==> src/rtl/mips_ctrl_pkg.sv <==
// Shared encodings for the multi-cycle MIPS control path: FSM states,
// opcodes, ALUOp codes, mux selects and the control-word payload.
package mips_ctrl_pkg;

  localparam int unsigned STATE_W  = 4;
  localparam int unsigned OPCODE_W = 6;
  localparam int unsigned ALUOP_W  = 3;
  localparam int unsigned SEL_W    = 2;

  typedef enum logic [STATE_W-1:0] {
    S_FETCH     = 4'd0,
    S_DECODE    = 4'd1,
    S_MEM_ADDR  = 4'd2,
    S_MEM_READ  = 4'd3,
    S_MEM_WB    = 4'd4,
    S_MEM_WRITE = 4'd5,
    S_R_EXEC    = 4'd6,
    S_R_WB      = 4'd7,
    S_BRANCH    = 4'd8,
    S_JUMP      = 4'd9,
    S_I_EXEC    = 4'd10,
    S_I_WB      = 4'd11
  } state_t;

  localparam logic [OPCODE_W-1:0] OP_R    = 6'b000000;
  localparam logic [OPCODE_W-1:0] OP_J    = 6'b000010;
  localparam logic [OPCODE_W-1:0] OP_BEQ  = 6'b000100;
  localparam logic [OPCODE_W-1:0] OP_ADDI = 6'b001000;
  localparam logic [OPCODE_W-1:0] OP_ORI  = 6'b001101;
  localparam logic [OPCODE_W-1:0] OP_LUI  = 6'b001111;
  localparam logic [OPCODE_W-1:0] OP_LW   = 6'b100011;
  localparam logic [OPCODE_W-1:0] OP_SW   = 6'b101011;

  // Shared with the ALU control decoder
  localparam logic [ALUOP_W-1:0] ALUOP_FUNCT = 3'b111;
  localparam logic [ALUOP_W-1:0] ALUOP_ADD   = 3'b100;
  localparam logic [ALUOP_W-1:0] ALUOP_OR    = 3'b101;
  localparam logic [ALUOP_W-1:0] ALUOP_LUI   = 3'b011;
  localparam logic [ALUOP_W-1:0] ALUOP_SUB   = 3'b001;

  localparam logic [SEL_W-1:0] SRCB_REG    = 2'b00;
  localparam logic [SEL_W-1:0] SRCB_FOUR   = 2'b01;
  localparam logic [SEL_W-1:0] SRCB_IMM    = 2'b10;
  localparam logic [SEL_W-1:0] SRCB_IMM_SH = 2'b11;

  localparam logic [SEL_W-1:0] PCSRC_ALU    = 2'b00;
  localparam logic [SEL_W-1:0] PCSRC_ALUOUT = 2'b01;
  localparam logic [SEL_W-1:0] PCSRC_JUMP   = 2'b10;

  typedef struct packed {
    logic               pc_write;
    logic               pc_write_cond;
    logic               ior_d;
    logic               mem_read;
    logic               mem_write;
    logic               mem_to_reg;
    logic               ir_write;
    logic               reg_write;
    logic               reg_dst;
    logic               alu_src_a;
    logic [SEL_W-1:0]   alu_src_b;
    logic [SEL_W-1:0]   pc_source;
    logic [ALUOP_W-1:0] alu_op;
    logic               instr_done;
    logic               illegal_op;
  } ctrl_t;

  function automatic logic is_supported(input logic [OPCODE_W-1:0] op);
    return (op == OP_R)    || (op == OP_J)   || (op == OP_BEQ) ||
           (op == OP_ADDI) || (op == OP_ORI) || (op == OP_LUI) ||
           (op == OP_LW)   || (op == OP_SW);
  endfunction

endpackage

==> src/rtl/multicycle_control_if.sv <==
// Control bundle between the multi-cycle FSM (master) and the datapath (slave).
interface multicycle_control_if;
  logic [5:0] Opcode;
  logic       Zero;
  logic       MemReady;
  logic       PCWrite;
  logic       PCWriteCond;
  logic       IorD;
  logic       MemRead;
  logic       MemWrite;
  logic       MemtoReg;
  logic       IRWrite;
  logic       RegWrite;
  logic       RegDst;
  logic       ALUSrcA;
  logic [1:0] ALUSrcB;
  logic [1:0] PCSource;
  logic [2:0] ALUOp;
  logic       InstrDone;
  logic       IllegalOp;
  logic [3:0] State;
  logic       pc_load;

  // Zero only matters to the PC load enable, which the datapath consumes
  assign pc_load = PCWrite | (PCWriteCond & Zero);

  modport master (
    input  Opcode, MemReady,
    output PCWrite, PCWriteCond, IorD, MemRead, MemWrite, MemtoReg, IRWrite,
           RegWrite, RegDst, ALUSrcA, ALUSrcB, PCSource, ALUOp, InstrDone,
           IllegalOp, State
  );

  modport slave (
    output Opcode, Zero, MemReady,
    input  PCWrite, PCWriteCond, IorD, MemRead, MemWrite, MemtoReg, IRWrite,
           RegWrite, RegDst, ALUSrcA, ALUSrcB, PCSource, ALUOp, InstrDone,
           IllegalOp, State, pc_load
  );
endinterface

==> src/rtl/multicycle_output_decode.sv <==
// Moore output decode: state code plus opcode/MemReady qualifiers to the
// full datapath control word.
module multicycle_output_decode
  import mips_ctrl_pkg::*;
(
  input  logic [STATE_W-1:0]  state,
  input  logic [OPCODE_W-1:0] opcode,
  input  logic                mem_ready,
  output ctrl_t               ctrl
);

  always_comb begin
    ctrl        = '0;
    ctrl.alu_op = ALUOP_ADD;
    case (state)
      S_FETCH: begin
        ctrl.mem_read  = 1'b1;
        ctrl.alu_src_b = SRCB_FOUR;
        ctrl.pc_source = PCSRC_ALU;
        ctrl.ir_write  = mem_ready;
        ctrl.pc_write  = mem_ready;
      end
      S_DECODE: begin
        ctrl.alu_src_b  = SRCB_IMM_SH;
        ctrl.illegal_op = !is_supported(opcode);
        ctrl.instr_done = !is_supported(opcode);
      end
      S_MEM_ADDR: begin
        ctrl.alu_src_a = 1'b1;
        ctrl.alu_src_b = SRCB_IMM;
      end
      S_MEM_READ: begin
        ctrl.mem_read = 1'b1;
        ctrl.ior_d    = 1'b1;
      end
      S_MEM_WB: begin
        ctrl.reg_write  = 1'b1;
        ctrl.mem_to_reg = 1'b1;
        ctrl.instr_done = 1'b1;
      end
      S_MEM_WRITE: begin
        ctrl.mem_write  = 1'b1;
        ctrl.ior_d      = 1'b1;
        ctrl.instr_done = mem_ready;
      end
      S_R_EXEC: begin
        ctrl.alu_src_a = 1'b1;
        ctrl.alu_src_b = SRCB_REG;
        ctrl.alu_op    = ALUOP_FUNCT;
      end
      S_R_WB: begin
        ctrl.reg_write  = 1'b1;
        ctrl.reg_dst    = 1'b1;
        ctrl.instr_done = 1'b1;
      end
      S_BRANCH: begin
        ctrl.alu_src_a     = 1'b1;
        ctrl.alu_src_b     = SRCB_REG;
        ctrl.alu_op        = ALUOP_SUB;
        ctrl.pc_write_cond = 1'b1;
        ctrl.pc_source     = PCSRC_ALUOUT;
        ctrl.instr_done    = 1'b1;
      end
      S_JUMP: begin
        ctrl.pc_write   = 1'b1;
        ctrl.pc_source  = PCSRC_JUMP;
        ctrl.instr_done = 1'b1;
      end
      S_I_EXEC: begin
        ctrl.alu_src_a = 1'b1;
        ctrl.alu_src_b = SRCB_IMM;
        if (opcode == OP_ORI)      ctrl.alu_op = ALUOP_OR;
        else if (opcode == OP_LUI) ctrl.alu_op = ALUOP_LUI;
        else                       ctrl.alu_op = ALUOP_ADD;
      end
      S_I_WB: begin
        ctrl.reg_write  = 1'b1;
        ctrl.instr_done = 1'b1;
      end
      default: ctrl = '0;
    endcase
  end

endmodule

==> src/rtl/multicycle_control.sv <==
// Multi-cycle MIPS control FSM: state register and next-state logic,
// with control outputs decoded from the current state.
module multicycle_control
  import mips_ctrl_pkg::*;
(
  input  logic                 clk,
  input  logic                 reset,
  multicycle_control_if.master bus
);

  state_t state;
  state_t next_state;
  ctrl_t  ctrl;
  logic   mem_ready_q;

  always_ff @(posedge clk or negedge reset) begin
    if (!reset) state <= S_FETCH;
    else        state <= next_state;
  end

  always_comb begin
    next_state = state;
    case (state)
      S_FETCH:     if (bus.MemReady) next_state = S_DECODE;
      S_DECODE: begin
        case (bus.Opcode)
          OP_R:                    next_state = S_R_EXEC;
          OP_LW, OP_SW:            next_state = S_MEM_ADDR;
          OP_BEQ:                  next_state = S_BRANCH;
          OP_J:                    next_state = S_JUMP;
          OP_ADDI, OP_ORI, OP_LUI: next_state = S_I_EXEC;
          default:                 next_state = S_FETCH;
        endcase
      end
      S_MEM_ADDR:  next_state = (bus.Opcode == OP_LW) ? S_MEM_READ : S_MEM_WRITE;
      S_MEM_READ:  if (bus.MemReady) next_state = S_MEM_WB;
      S_MEM_WRITE: if (bus.MemReady) next_state = S_FETCH;
      S_R_EXEC:    next_state = S_R_WB;
      S_I_EXEC:    next_state = S_I_WB;
      default:     next_state = S_FETCH;
    endcase
  end

  // Holding reset also blocks the MemReady-gated fetch writes
  assign mem_ready_q = bus.MemReady & reset;

  multicycle_output_decode u_decode (
    .state     (state),
    .opcode    (bus.Opcode),
    .mem_ready (mem_ready_q),
    .ctrl      (ctrl)
  );

  assign bus.PCWrite     = ctrl.pc_write;
  assign bus.PCWriteCond = ctrl.pc_write_cond;
  assign bus.IorD        = ctrl.ior_d;
  assign bus.MemRead     = ctrl.mem_read;
  assign bus.MemWrite    = ctrl.mem_write;
  assign bus.MemtoReg    = ctrl.mem_to_reg;
  assign bus.IRWrite     = ctrl.ir_write;
  assign bus.RegWrite    = ctrl.reg_write;
  assign bus.RegDst      = ctrl.reg_dst;
  assign bus.ALUSrcA     = ctrl.alu_src_a;
  assign bus.ALUSrcB     = ctrl.alu_src_b;
  assign bus.PCSource    = ctrl.pc_source;
  assign bus.ALUOp       = ctrl.alu_op;
  assign bus.InstrDone   = ctrl.instr_done;
  assign bus.IllegalOp   = ctrl.illegal_op;
  assign bus.State       = state;

endmodule

==> src/flat_wrapper.sv <==
// flat-port wrapper written by rule: the top's interface ports become plain ports
module multicycle_control_flat import mips_ctrl_pkg::*;
  (clk, reset, bus_Opcode, bus_MemReady, bus_PCWrite, bus_PCWriteCond, bus_IorD, bus_MemRead, bus_MemWrite, bus_MemtoReg, bus_IRWrite, bus_RegWrite, bus_RegDst, bus_ALUSrcA, bus_ALUSrcB, bus_PCSource, bus_ALUOp, bus_InstrDone, bus_IllegalOp, bus_State);
  multicycle_control_if bus_i ();
  input  logic clk;
  input  logic reset;
  input wire logic [$bits(bus_i.Opcode)-1:0] bus_Opcode;
  input wire logic [$bits(bus_i.MemReady)-1:0] bus_MemReady;
  output wire logic [$bits(bus_i.PCWrite)-1:0] bus_PCWrite;
  output wire logic [$bits(bus_i.PCWriteCond)-1:0] bus_PCWriteCond;
  output wire logic [$bits(bus_i.IorD)-1:0] bus_IorD;
  output wire logic [$bits(bus_i.MemRead)-1:0] bus_MemRead;
  output wire logic [$bits(bus_i.MemWrite)-1:0] bus_MemWrite;
  output wire logic [$bits(bus_i.MemtoReg)-1:0] bus_MemtoReg;
  output wire logic [$bits(bus_i.IRWrite)-1:0] bus_IRWrite;
  output wire logic [$bits(bus_i.RegWrite)-1:0] bus_RegWrite;
  output wire logic [$bits(bus_i.RegDst)-1:0] bus_RegDst;
  output wire logic [$bits(bus_i.ALUSrcA)-1:0] bus_ALUSrcA;
  output wire logic [$bits(bus_i.ALUSrcB)-1:0] bus_ALUSrcB;
  output wire logic [$bits(bus_i.PCSource)-1:0] bus_PCSource;
  output wire logic [$bits(bus_i.ALUOp)-1:0] bus_ALUOp;
  output wire logic [$bits(bus_i.InstrDone)-1:0] bus_InstrDone;
  output wire logic [$bits(bus_i.IllegalOp)-1:0] bus_IllegalOp;
  output wire logic [$bits(bus_i.State)-1:0] bus_State;
  assign bus_i.Opcode = bus_Opcode;
  assign bus_i.MemReady = bus_MemReady;
  assign bus_PCWrite = bus_i.PCWrite;
  assign bus_PCWriteCond = bus_i.PCWriteCond;
  assign bus_IorD = bus_i.IorD;
  assign bus_MemRead = bus_i.MemRead;
  assign bus_MemWrite = bus_i.MemWrite;
  assign bus_MemtoReg = bus_i.MemtoReg;
  assign bus_IRWrite = bus_i.IRWrite;
  assign bus_RegWrite = bus_i.RegWrite;
  assign bus_RegDst = bus_i.RegDst;
  assign bus_ALUSrcA = bus_i.ALUSrcA;
  assign bus_ALUSrcB = bus_i.ALUSrcB;
  assign bus_PCSource = bus_i.PCSource;
  assign bus_ALUOp = bus_i.ALUOp;
  assign bus_InstrDone = bus_i.InstrDone;
  assign bus_IllegalOp = bus_i.IllegalOp;
  assign bus_State = bus_i.State;
  multicycle_control u_core (.clk(clk), .reset(reset), .bus(bus_i));
endmodule
==> config.mk <==
export PLATFORM = sky130hd
export DESIGN_NAME = multicycle_control_flat
export DESIGN_NICKNAME = d
export VERILOG_FILES = /design/src/rtl/mips_ctrl_pkg.sv /design/src/rtl/multicycle_control_if.sv /design/src/rtl/multicycle_output_decode.sv /design/src/rtl/multicycle_control.sv /design/src/flat_wrapper.sv
export SDC_FILE = /design/constraint.sdc
export NUM_CORES = 1
export LEC_CHECK = 0
export BUFFER_PORTS_ARGS = -buffer_cell sky130_fd_sc_hd__buf_2
export CAP_MARGIN = 20
export CORE_MARGIN = 2
export CORE_UTILIZATION = 50
export CTS_BUF_LIST = sky130_fd_sc_hd__clkbuf_8
export CTS_CLUSTER_SIZE = 16
export DETAILED_ROUTE_END_ITERATION = 8
export PLACE_DENSITY = 0.95
export SYNTH_ARGS = -nofsm -noshare
export SYNTH_HDL_FRONTEND = slang
export SYNTH_SLANG_ARGS = --single-unit
==> constraint.sdc <==
create_clock -name clk -period 2.7 [get_ports clk]
set_input_delay 0.135 -clock clk [delete_from_list [all_inputs] [get_ports clk]]
set_output_delay 0.135 -clock clk [all_outputs]
set_load 0.02 [all_outputs]
# Word-level counts from Yosys, hierarchy flattened
# Cells that the tools add are included.
dict set report op_classes {
  bitwise 1
  n_eq_ne 21
  n_mux 23
  reduce_logical 20
}
# cell count
set ops {}
lappend ops {{$pmux 4 s7} 1}
lappend ops {{$pmux 4 s5} 1}
lappend ops {{$eq 6x4->1 const B} 3}
lappend ops {{$eq 4x3->1 const B} 4}
lappend ops {{$eq 4x4->1 const B} 4}
lappend ops {{$eq 6x6->1 const B} 2}
lappend ops {{$mux 4} 3}
lappend ops {{$pmux 3 s4} 1}
lappend ops {{$mux 1} 10}
lappend ops {{$mux 3} 3}
lappend ops {{$reduce_or 9->1} 1}
lappend ops {{$eq 4x2->1 const B} 2}
lappend ops {{$reduce_or 2->1} 4}
lappend ops {{$logic_or 1x1->1} 7}
lappend ops {{$eq 6x2->1 const B} 1}
lappend ops {{$eq 6x3->1 const B} 1}
lappend ops {{$logic_not 6->1} 1}
lappend ops {{$ne 2x2->1 const B} 3}
lappend ops {{$pmux 2 s3} 1}
lappend ops {{$reduce_or 3->1} 2}
lappend ops {{$reduce_or 5->1} 1}
lappend ops {{$eq 4x1->1 const B} 1}
lappend ops {{$logic_not 4->1} 1}
lappend ops {{$pmux 2 s2} 1}
lappend ops {{other kinds (6)} 6}
dict set report totals {
  output_inout_bits 23
  in_bits 9
  ff_bits 4
  elab_cells 66
}

# Logic depth before layout (Yosys ltp)
dict set report depth {
  word_depth 10
  depth_mapped 5
}

# Hierarchy
# Synthesis repeated with hierarchy kept, for this count alone.
dict set report unflattened {
  cells_unflattened 98
  area_unflattened_um2 714.4
}
# module area_each_um2 n_inst seq_area_each_um2 cells_each
set by_module_without_submodules {}
lappend by_module_without_submodules {multicycle_control 361.6 1 100.1 46}
lappend by_module_without_submodules {multicycle_output_decode 352.8 1 0.0 52}

# Worst setup path after synthesis
# OpenSTA, ideal clock, no wires.
dict set report synth_path {
  path_kind {register to output}
  start {register u_core.state[2] (netlist: u_core.bus.State[2])}
  end {output bus_PCWrite}
  path_stages_with_launch 5
  t_required_ns 2.565
  arrival_ns 1.962
  path_slack_ns 0.603
  cell_sequence {dfrtp_1 > or2_2 > clkbuf_1 > nor4_1 > or2_2}
}
dict set report synth_via {
  elab_chain_cells 2
  elab_cells_between_ends 3
  classes_between {1 x eq/ne; 1 x mux; 1 x reduce/logical}
}
# element line
set synth_rtl {}
lappend synth_rtl {{from (decl)} multicycle_control.sv:11} ;# state_t state;
lappend synth_rtl {{from (signal assigned)} multicycle_control.sv:18} ;# else state <= next_state;
lappend synth_rtl {{$eq 4x4->1 or $logic_not 4->1 (tied branches)} multicycle_output_decode.sv:15} ;# case (state)
lappend synth_rtl {{$pmux 1 s2 *} multicycle_output_decode.sv:15}
lappend synth_rtl {{to (decl)} flat_wrapper.sv:9} ;# output wire logic [$bits(bus_i.PCWrite)-1:0] bus_PCWrite;
# Every way passes the cells marked *; elsewhere a longest branch is shown, timed or not.

# Worst setup path after layout
dict set report layout_path {
  start {register u_core.state[0] (netlist: u_core.bus.State[0])}
  end {output bus_InstrDone}
}
dict set report layout_via {
  elab_chain_cells 3
  elab_cells_between_ends 9
  classes_between {7 x eq/ne; 1 x mux; 1 x reduce/logical}
}
# element line
set layout_rtl {}
lappend layout_rtl {{$eq 4x4->1 or $eq 4x3->1 (tied branches)} multicycle_output_decode.sv:15}
lappend layout_rtl {{$reduce_or 5->1 (no source line)} --}
lappend layout_rtl {{$pmux 1 s3 *} multicycle_output_decode.sv:15}
lappend layout_rtl {{to (decl)} flat_wrapper.sv:22} ;# output wire logic [$bits(bus_i.InstrDone)-1:0] bus_InstrDone;
# Marked as above.

==> run metrics <==
status=finished, final reports clean; arrival time worst endpoint=2.01 ns; Fill cells=113; Reg2Reg Setup Slack=0.90 ns; critical-path cell list=or4b_1, a311oi_2, a31o_1, buf_2; Detailed Place HPWL=1290 microns; total power=379 uW; Die Ht=40.0 microns; Synth area leaders=dfrtp_1, nor2_1, clkbuf_8; placement row count=12; largest net degree at the start of global routing=19; CTS resizes=0; Hold-fix buffers, CTS=1; Tmin final=2.14 ns; H-tree Lvls=1; drt pass-1 iters=4; placer's final routability congestion estimate=0.870; DIE AREA=0.00160 sq mm; via/cell ratio=6.24; max-cap viol count=0; Avg Synthesized Cell Area=7.06 sq um; Yosys cell types=36; largest area contributor in the netlist=dfrtp_1; vias in the first global route=556; dpl cell area=743 sq um; kind of critical path=reg2out; crit path max fanout=18; Static Leak=0.362 nW; DR iter-0 viols=38; core area=0.00116 sq mm; initial antenna violation count=0; critical path capture point type=output port; antenna cells=0; Max clock buf depth=2; Die Width=40.0 microns; mapped cell area=649 sq um; Slew Limit Fails=0; Synth Flop Type=dfrtp_1; routed length per instance=14.2 microns; CP required=2.57 ns; worst reg2reg path depth=4; num ports=32; Yosys Warn Count=0; skew final=0.00393 ns; CP endpoint=bus_InstrDone; Design Area, Final=795 sq um; setup bufs post-CTS=0; Max-slew headroom=65.1%; CTS Buf Count=3; Setup Viol. Count Final=0; worst hold margin=0.274 ns; critical path launch point type=flop; CTS tree=done; area share of the largest cell type after synthesis=15.4%; RSZ-0062 raised after global routing=no; Final TNS setup=0 ns; Final Hold Viols=0; ys async rst share=100%; achievable frequency=467 MHz; flops & latches, synth=4; Slowest-stage cell, CP=dfrtp_1; clk sink count=4; worst r2r src=u_core.bus.State[0]; Buffers on Ports=31; Starting Density=56.2%; max incr delay on CP=0.66 ns; GRT Util Overall=25.6%; Net Count, Synth=101; crit share post-route=79.3%; sequential element share of the synthesized area=15.4%; layout cells sized above 1=35.9%; worst slack, placed=0.854 ns; clock transition at the registers of the reported paths=0.03 ns; EDFF count, synth=0; total grt overflow=0; Root Buffer=clkbuf_8; nets@finish=128; commonest cells after routing, fill and taps aside=buf_2, nor2_1, nand2_1; Largest register FFs=4; first-pass GRT wire length=2700 microns; worst setup margin=0.559 ns; DRC violations left=0; via count=817; peak supply drop=0.267 mV; clk_lat worst skew=0.22 ns; worst slew pin tran=0.523 ns; HP Class=in2async; r2r endpoint=u_core.bus.State[2]; Syn-to-layout area delta=22.4%; commonest non-fill, non-tap cell in the layout=buf_2; crit path launch=u_core.bus.State[0]; Power Density=477 mW/mm^2; final wirelength=1860 microns; Post-Syn Instances=92; post-route ant nets=0
worst min path at each step:
stage	endpoint	slack, ns	cells after the start	start
5_1_grt	u_core.bus.State[3]	0.29	2	reset
2_1_floorplan	u_core.bus.State[0]	-0.16	0	reset
6_report	u_core.bus.State[3]	0.27	2	reset
3_3_place_gp	u_core.bus.State[0]	-0.04	1	reset
3_5_place_dp	u_core.bus.State[0]	-0.04	1	reset
4_1_cts	u_core.bus.State[3]	0.27	2	reset
area by class of cell:
cell class                 count  area, sq um  share of cell area (%)
multi-input combinational     76          463                    58.3
tap                           14         17.5                    2.20
clock buffer                   3         41.3                    5.20
timing repair buffer          32          165                    20.8
sequential                     4          100                    12.6
inverter                       2         7.51                   0.945
per-layer routing:
metal  vias up  share of wire, %  track usage, %
li1        386                 -               -
met1       356                40            33.1
met2        63                47            39.9
met3        12               8.9            5.00
met4         0               3.6            12.9
met5         -                 0               0
cells in the mapped netlist (3+ instances only):
master / n
nor2_1: 12
nand2_1: 8
a21oi_1: 6
nor3_1: 6
o21ai_0: 6
clkbuf_1: 5
dfrtp_1: 4
nand2b_1: 4
clkbuf_8: 3
nand4_1: 3
or2_2: 3
through the flow:
step,util [%],instances
floorplan,-,92
global placement,64.3,127
detailed placement,64.3,127
CTS,68.7,131
global route,68.7,131
finish,68.7,131
report_power, final:
part | switching, mW | internal, mW
Combinational | 0.105 | 0.0617
Clock | 0.0322 | 0.0952
Sequential | 0.0203 | 0.0648
Total | 0.158 | 0.222
cells by family after synthesis:
family          Yosys count  share of synthesized area [%]
flops                     4                           15.4
xor+xnor                  3                           4.05
buf+inv                  12                           13.3
compound gates           28                           30.4
simple gates             45                           36.8
worst max-delay path, delay by kind of cell (launching register included):
| kind | cells | cell delay [ns] |
|---|---|---|
| compound gates | 2 | 0.43 |
| simple gates | 1 | 0.55 |
| flops | 1 | 0.66 |
| buf+inv | 1 | 0.15 |
Note: power is estimated with default switching activity, not from simulation.
